<file path="config.mk">
export PLATFORM = sky130hd
export DESIGN_NAME = regfile_dump_tx
export DESIGN_NICKNAME = d
export VERILOG_FILES = /design/src/rtl/regdump_pkg.sv /design/src/rtl/uart_tx_byte.sv /design/src/rtl/regfile_dump_tx.sv
export SDC_FILE = /design/constraint.sdc
export NUM_CORES = 2
export LEC_CHECK = 0
export ABC_AREA = 1
export BUFFER_PORTS_ARGS = -buffer_cell sky130_fd_sc_hd__buf_4
export CAP_MARGIN = 10
export CELL_PAD_IN_SITES_DETAIL_PLACEMENT = 1
export CELL_PAD_IN_SITES_GLOBAL_PLACEMENT = 1
export CORE_AREA = 4 4 405 407
export CTS_CLUSTER_DIAMETER = 40
export CTS_CLUSTER_SIZE = 24
export DETAILED_ROUTE_END_ITERATION = 6
export DIE_AREA = 0 0 409 411
export PLACE_DENSITY = 0.53
export SETUP_SLACK_MARGIN = 0.15
export SLEW_MARGIN = 20
export SYNTH_ARGS = -nofsm -noshare
export SYNTH_HDL_FRONTEND = slang
export SYNTH_HIERARCHICAL = 1
export SYNTH_SLANG_ARGS = --single-unit
</file>
<file path="constraint.sdc">
create_clock -name clk -period 40.1 [get_ports clk]
set_input_delay 8.02 -clock clk [delete_from_list [all_inputs] [get_ports clk]]
set_output_delay 8.02 -clock clk [all_outputs]
set_load 0.01 [all_outputs]
</file>
<file path="src/rtl/regdump_pkg.sv">
// Shared types and constants for the register-file dump transmitter.
// Covers the FSM state encoding, dump geometry and the default header byte.
package regdump_pkg;

    typedef enum logic [1:0] {
        IDLE,
        LOAD,
        SEND
    } state_t;

    localparam int NUM_REGS       = 32;
    localparam int BYTES_PER_DUMP = 130;
    localparam int FRAME_BITS     = 10;

    localparam logic [7:0] DEFAULT_HEADER = 8'hA5;

endpackage

</file>
<file path="src/rtl/uart_tx_byte.sv">
// 8N1 byte serializer with a valid/ready handshake.
// ready rises in the last cycle of the stop bit so consecutive frames abut with no idle gap.
module uart_tx_byte
    import regdump_pkg::*;
#(
    parameter int CLKS_PER_BIT = 868
) (
    input  logic       clk,
    input  logic       rst_n,
    input  logic [7:0] data,
    input  logic       valid,
    output logic       ready,
    output logic       tx
);

    localparam int              TW     = (CLKS_PER_BIT > 1) ? $clog2(CLKS_PER_BIT) : 1;
    localparam logic [TW-1:0]   T_LAST = TW'(CLKS_PER_BIT - 1);
    localparam logic [3:0]      B_LAST = 4'(FRAME_BITS - 1);

    logic          active;
    logic [TW-1:0] timer;
    logic [3:0]    bit_idx;
    logic [7:0]    shreg;

    assign ready = !active || (bit_idx == B_LAST && timer == T_LAST);

    always_ff @(posedge clk or negedge rst_n) begin
        if (!rst_n) begin
            active  <= 1'b0;
            timer   <= '0;
            bit_idx <= '0;
            tx      <= 1'b1;
        end else if (valid && ready) begin
            active  <= 1'b1;
            timer   <= '0;
            bit_idx <= '0;
            tx      <= 1'b0;
        end else if (active) begin
            if (timer == T_LAST) begin
                timer <= '0;
                if (bit_idx == B_LAST) begin
                    active <= 1'b0;
                end else begin
                    bit_idx <= bit_idx + 4'd1;
                    // Moving into bit i+1: data bits for 1..8, stop bit for 9.
                    tx      <= (bit_idx == 4'd8) ? 1'b1 : shreg[bit_idx[2:0]];
                end
            end else begin
                timer <= timer + TW'(1);
            end
        end
    end

    always_ff @(posedge clk) begin
        if (valid && ready) begin
            shreg <= data;
        end
    end

endmodule

</file>
<file path="src/rtl/regfile_dump_tx.sv">
// Captures the 32-entry register snapshot on start and streams it as UART frames:
// header, 128 little-endian data bytes (x0 first), then the XOR of the data bytes.
module regfile_dump_tx
    import regdump_pkg::*;
#(
    parameter int         CLKS_PER_BIT = 868,
    parameter logic [7:0] HEADER       = DEFAULT_HEADER
) (
    input  logic                   clk,
    input  logic                   rst_n,
    input  logic                   start,
    input  logic [NUM_REGS*32-1:0] regs_flat,
    output logic                   uart_tx,
    output logic                   busy,
    output logic                   done
);

    localparam logic [7:0] IDX_CSUM = 8'(BYTES_PER_DUMP - 1);
    localparam logic [7:0] IDX_END  = 8'(BYTES_PER_DUMP);

    state_t                 state;
    logic [NUM_REGS*32-1:0] snapshot;
    logic [7:0]             byte_idx;
    logic [7:0]             checksum;
    logic [7:0]             tx_data;
    logic [6:0]             data_k;
    logic                   tx_valid;
    logic                   tx_ready;
    logic                   hs;

    always_comb begin
        data_k   = 7'(byte_idx - 8'd1);
        tx_data  = HEADER;
        if (byte_idx == IDX_CSUM) begin
            tx_data = checksum;
        end else if (byte_idx != 8'd0) begin
            tx_data = snapshot[{data_k, 3'b000} +: 8];
        end
        // The header is handed over during LOAD so its start bit lands two cycles after start.
        tx_valid = (state == LOAD) || (state == SEND && byte_idx < IDX_END);
    end

    assign hs = tx_valid && tx_ready;

    always_ff @(posedge clk or negedge rst_n) begin
        if (!rst_n) begin
            state    <= IDLE;
            byte_idx <= '0;
            checksum <= '0;
            busy     <= 1'b0;
            done     <= 1'b0;
        end else begin
            done <= 1'b0;
            case (state)
                IDLE: begin
                    if (start) begin
                        state    <= LOAD;
                        busy     <= 1'b1;
                        byte_idx <= '0;
                        checksum <= '0;
                    end
                end
                LOAD: begin
                    state <= SEND;
                    if (hs) begin
                        byte_idx <= byte_idx + 8'd1;
                    end
                end
                SEND: begin
                    if (hs) begin
                        byte_idx <= byte_idx + 8'd1;
                        if (byte_idx < IDX_CSUM) begin
                            checksum <= checksum ^ tx_data;
                        end
                    end else if (byte_idx == IDX_END && tx_ready) begin
                        // Serializer is in its final stop-bit cycle with nothing left to send.
                        state <= IDLE;
                        busy  <= 1'b0;
                        done  <= 1'b1;
                    end
                end
                default: state <= IDLE;
            endcase
        end
    end

    always_ff @(posedge clk) begin
        if (state == LOAD) begin
            snapshot <= regs_flat;
        end
    end

    uart_tx_byte #(
        .CLKS_PER_BIT(CLKS_PER_BIT)
    ) u_ser (
        .clk  (clk),
        .rst_n(rst_n),
        .data (tx_data),
        .valid(tx_valid),
        .ready(tx_ready),
        .tx   (uart_tx)
    );

endmodule
</file>
=== Word level (Yosys, flattened, before mapping) ===
Index checks and enable logic that the tools add are counted.

* $add $sub $neg: 4
* Order comparisons: 3
* Equality and inequality tests: 14
* Shifts and indexed selects: 1
* Mux-type cells: 37
* Bitwise gates (word level): 1
* Reductions and logical operators: 19

{| class="wikitable"
|+ Operators by type and width
! operator !! number
|-
| indexed part select 1024 x 11 -> 8 bit || 1
|-
| two-way mux 8 bit || 6
|-
| one-hot mux 8 bit (2 select lines) || 2
|-
| two-way mux 10 bit || 3
|-
| equality test 8 bit, second input constant || 2
|-
| less-than comparator 8 bit, second input constant || 2
|-
| two-way mux 1 bit || 16
|-
| two-way mux 4 bit || 4
|-
| adder 10 x 1 -> 10 bit, second input constant || 1
|-
| equality test 10 bit, second input constant || 1
|-
| AND reduction 3 bit || 3
|-
| adder 8 x 1 -> 8 bit, second input constant || 1
|-
| equality test 4 bit, second input constant || 2
|-
| inequality test 2 bit, second input constant || 4
|-
| AND reduction 4 bit || 2
|-
| nonzero test 2 bit || 4
|-
| nonzero test 8 bit || 1
|-
| XOR 8 bit || 1
|-
| subtractor 7 x 1 -> 7 bit, second input constant || 1
|-
| two-way mux 2 bit || 3
|-
| inequality test 2 x 1 -> 1 bit, second input constant || 3
|-
| one-hot mux 2 bit (3 select lines) || 1
|-
| adder 4 x 1 -> 4 bit, second input constant || 1
|-
| logical AND 1 bit || 4
|-
| 9 further kinds || 10
|}

* Register bits after elaboration: 1068
* Bits of input ports: 1027
* Output and inout port bits: 3
* Word-level logic and storage cells: 90

=== Depth between registers and ports, before layout ===
* Depth after elaboration: 8
* Gate-level depth with buffers: 23
* Mapped depth without buffers: 17

=== Cells and area by module ===
The synthesis kept the hierarchy.

{| class="wikitable"
|+ By module, submodules not included
! module !! times used !! cells an instance !! area an instance (µm²) !! sequential area each (µm²)
|-
| regfile_dump_tx || 1 || 3599 || 42777.3 || 31250.0
|-
| uart_tx_byte || 1 || 189 || 1431.4 || 641.9
|}

=== Worst setup path after synthesis ===
No wires, ideal clock.

* Path type: reg2reg
* Start point: reg state[0]
* End point: reg byte_idx[7]
* Setup time: 0.120 ns
* Arrival time: 27.736 ns
* Required time: 39.980 ns
* Path slack: 12.244 ns
* Stages on the path, launching flop included: 10
* Buffers on the path: 0
* Period minus slack after synthesis: 27.856 ns
* Path through: dfrtp_1 > ha_1 > o21bai_2 > nand2_1 > nand2_1 > nand2_1 > nor3_1 > nand4_1 > nand2_1 > a21oi_1

* Cells in the longest elaborated chain, start to end: 6
* Elaborated cells on any way between the ends: 12
* Classes of those cells: 4 x eq/ne; 1 x mux; 7 x reduce/logical

{| class="wikitable"
|+ RTL lines
! item !! RTL line !! RTL
|-
| start: declaration || regfile_dump_tx.sv:21 || <nowiki>state_t state;</nowiki>
|-
| start signal: assignment || regfile_dump_tx.sv:47 || <nowiki>state <= IDLE;</nowiki>
|-
| start signal: assignment || regfile_dump_tx.sv:57 || <nowiki>state <= LOAD;</nowiki>
|-
| start signal: assignment || regfile_dump_tx.sv:64 || <nowiki>state <= SEND;</nowiki>
|-
| equality test 2 bit || regfile_dump_tx.sv:40 || <nowiki>tx_valid = (state == LOAD) || (state == SEND && byte_idx < IDX_END);</nowiki>
|-
| logical AND 1 bit || regfile_dump_tx.sv:40 ||
|-
| logical OR 1 bit * || regfile_dump_tx.sv:40 ||
|-
| net tx_valid || regfile_dump_tx.sv:27 || <nowiki>logic tx_valid;</nowiki>
|-
| logical AND 1 bit * || regfile_dump_tx.sv:43 || <nowiki>assign hs = tx_valid && tx_ready;</nowiki>
|-
| inequality test 2 x 1 -> 1 bit (no source line) * || -- ||
|-
| AND reduction 3 bit (no source line) * || -- ||
|-
| end signal: assignment || regfile_dump_tx.sv:66 || <nowiki>byte_idx <= byte_idx + 8'd1;</nowiki>
|-
| end signal: assignment || regfile_dump_tx.sv:71 || <nowiki>byte_idx <= byte_idx + 8'd1;</nowiki>
|-
| end: declaration || regfile_dump_tx.sv:23 || <nowiki>logic [7:0] byte_idx;</nowiki>
|}

The timed path passes the listed nets; every way through them passes the cells marked *.
A chain may end at the register's enable or synchronous reset.

=== Worst setup path after layout ===
* Start point: reg u_ser.tx
* End point: out uart_tx

{| class="wikitable"
|+ RTL lines
! item !! RTL line !! RTL
|-
| start: declaration || uart_tx_byte.sv:13 || <nowiki>output logic tx</nowiki>
|-
| start signal: assignment || uart_tx_byte.sv:46 || <nowiki>tx <= (bit_idx == 4'd8) ? 1'b1 : shreg[bit_idx[2:0]];</nowiki>
|-
| end: declaration || regfile_dump_tx.sv:13 || <nowiki>output logic uart_tx,</nowiki>
|}

No word-level cell between the ends.

==> results.toml <==
[worst_setup_path]
arrival_ns = 1.44
cp.required_ns = 32.08
max_stage_delay_ns = 0.53
cp.depth = 1
cp_top_family = "flip-flops"
crit_type = "reg -> out"
critPathMaxFanout = 2
cp_slowest_cell = "dfstp_2"
crit_end = "uart_tx"
r2r_slack_ns = 34.78
worstRegToRegCells = 6
worstSetupStartpoint = "u_ser/tx$_DFFE_PN1P_"
r2r-start = "state[1]$_DFFE_PN0P_"
critPathBufInv = 1
start_kind = "register"
critPathCaptureType = "primary output"
crit_chain = "buf_4"
r2r_end = "snapshot[148]$_DFFE_PN_"

[sta]
setup_viol = 0
rsz0062_at_grt = "false"
final.period_utilization_pct = 23.60
finalClockSkew_ns = 0.05321
layout_min_cycle_time_ns = 9.465
drv_slew = 0
slew_headroom_pct = 27.39
finalHoldViolations = 0
max_freq_ghz = 0.1057
max_slew.worst_pin.slew_ns = 1.089
tns_ns = 0

[yosys]
synth_top_area_share_pct = 70.10
yosys.area_share.simple_pct = 21.14
ys_ff_latch = 1068
yosysTopAreaCell = "edfxtp_1"
synth_area_um2 = 44210
synth_nets = 4828
synth_adder_area_share_pct = 0.3679
yosysSeqAreaShare_pct = 72.14
synth_xor_area_share_pct = 0.1726
ys_types = 42
ys_top_cells_by_area = "edfxtp_1, nand3_1, nand2_1, nor2_1, dfrtp_1"
synthMuxAreaShare_pct = 0
synth_compound_area_share_pct = 2.437
yosysWarnings = 6
syn_avg_cell_area_um2 = 11.67
synth_top_family_by_area = "simple AND/OR/NAND/NOR gates"
synthCells = 3788

[floorplan]
rows = 147
die_area_um2 = 168100
core-area_um2 = 160200
pin_count = 1030
start_util_pct = 27.60
die-height_um = 411
die_x_um = 409

[final_layout]
drive_gt1_share_pct = 29.03
area_growth_pct = 37.64
layout.nets = 5879
layout_common_cells = "buf_4, edfxtp_1, nand2_1"
post-route-cell-area_um2 = 60850
layout_commonest_cell = "buf_4"
nFillCells = 17450

[pwr]
power_frac_comb_pct = 2.8
p_int_w = 0.002400
irDropWorstVdd_mv = 0.04085
power_density_nw_per_um2 = 49.84
pwr-share-clk_pct = 56.8
power.switching_w = 0.0006328
switching_share_pct = 20.87
p_leak_nw = 23.74
seq_power_share_pct = 40.4

[cts]
clk_latency_ns = 0.82
cts_setup_buffers = 0
cts_resized = 0
clkTransAtPathRegs_ns = 0.05
cts_max_path_buffers = 3
cts_buffers = 196
htree_levels = 4
cts-hold-fix-buffers = 0
cts.sinks = 1068
cts_root_buffer = "clkbuf_16"
cts_tree = "built"

[routing]
vias = 33910
wl_per_cell_um = 26.49
drc = 0
drtPass1Iterations = 5
drt_iter0_drc = 2499
ant_nets = 0
drt-total-wl_um = 191100
viasPerCell = 4.700

[global_route]
grt_pass1_vias = 35250
antenna_found_initial = 58
grt-ovfl-total = 0
grt_max_degree = 174
grt_pass1_wl_um = 262700
grt_use_total_pct = 21.96

[placed_design]
hpwl_um = 135200
numPortBuffers = 1029
placed_area_um2 = 53840
globalplace.congestion = 0.8249

[worst_hold_path]
hp-class = "reg -> reg"

[run]
cap_violations = 0

[run_status]
status = "finished, final reports clean"
[layout make-up]
class	count	area (um^2)	area share [%]
sequential	1068	31900	52.42
multi-input combinational	2405	10730	17.64
timing repair buffer	1074	8125	13.35
clock buffer	214	4972	8.171
tap	2160	2703	4.441
clock inverter	157	1929	3.171
inverter	94	386.6	0.6354
antenna	43	107.6	0.1768
[tightest hold or removal path, stage by stage (launching register included)]
cell and delay (ns):
dfrtp_1 0.37, nand2_1 0.06, nand2_1 0.05
[sequential cells by signal (all words and copies together), names as in the netlist]
| register | count |
|---|---|
| snapshot | 1024 |
| u_ser/timer | 10 |
| byte_idx | 8 |
| checksum | 8 |
| u_ser/shreg | 8 |
| u_ser/bit_idx | 4 |
| state | 2 |
| busy | 1 |
| done | 1 |
| u_ser/active | 1 |
| u_ser/tx | 1 |
[synthesized netlist by cell type, drive strengths merged]
cell       n
nand4     13
xor2       6
edfxtp  1032
and3       1
dfstp      1
a21o       1
o21bai     4
nand3    780
xnor2      1
o21ai    168
clkinv     1
nor3       6
dfrtp     35
a31oi      2
nor3b      1
ha        13
or2        2
o211ai    11
a21oi     15
nand2   1020
inv       93
clkbuf    30
buf      191
o22ai      1
nor2     360
[cell families (layout without fill, tap and decap cells)]
group | count (synthesis) | in the layout
AOI/OAI and AO/OA | 202 | 202
xor gates and xnor gates | 7 | 7
adders and majority gates | 13 | 13
buffers and inverters | 315 | 1539
DFF | 1068 | 1068
other | 0 | 43
and+or+nand+nor | 2183 | 2183
[how the worst min path moves through the flow]
stage / startpoint / endpoint / slack, ns / cells after the start
2_1_floorplan: u_ser/timer[1]$_DFFE_PN0P_ / u_ser/timer[1]$_DFFE_PN0P_ / 0.47 / 2
3_3_place_gp: u_ser/timer[1]$_DFFE_PN0P_ / u_ser/timer[1]$_DFFE_PN0P_ / 0.51 / 2
3_5_place_dp: u_ser/timer[1]$_DFFE_PN0P_ / u_ser/timer[1]$_DFFE_PN0P_ / 0.51 / 2
4_1_cts: u_ser/timer[1]$_DFFE_PN0P_ / u_ser/timer[1]$_DFFE_PN0P_ / 0.52 / 2
5_1_grt: u_ser/timer[1]$_DFFE_PN0P_ / u_ser/timer[1]$_DFFE_PN0P_ / 0.59 / 2
6_report: u_ser/timer[1]$_DFFE_PN0P_ / u_ser/timer[1]$_DFFE_PN0P_ / 0.52 / 2
[stage by stage]
stage          total power, W  cells  util (%)  setup slack, ns  hold slack (ns)
2_1_floorplan        0.001246   3788         -            12.24           0.4750
3_3_place_gp         0.001331   6801     33.61            30.77           0.5102
3_5_place_dp         0.001332   6801     33.61            30.74           0.5104
4_1_cts              0.003068   7172     37.92            30.56           0.5237
5_1_grt              0.003131   7202     37.96            30.57           0.5885
6_report             0.003033   7215     37.98            30.64           0.5220
[power by group through the flow]
stage / logic [W] / registers, W / clock network (W)
after global placement: 0.0000849 / 0.00125 / 0
after global routing: 0.0000911 / 0.00122 / 0.00182
after CTS: 0.0000868 / 0.00122 / 0.00176
final: 0.0000860 / 0.00122 / 0.00172
after floorplan: 0.00000000680 / 0.00125 / 0
after detailed placement: 0.0000864 / 0.00125 / 0
[metal layers]
metal  up-vias  wire (um)  global-route usage (%)
met4        28       5681                   7.671
met3       278      12350                   5.873
li1      15520          -                       -
met1     16930      75560                   25.93
met5         -        180                       0
met2      1157      97320                   38.47
Note: power is estimated with default switching activity, not from simulation.
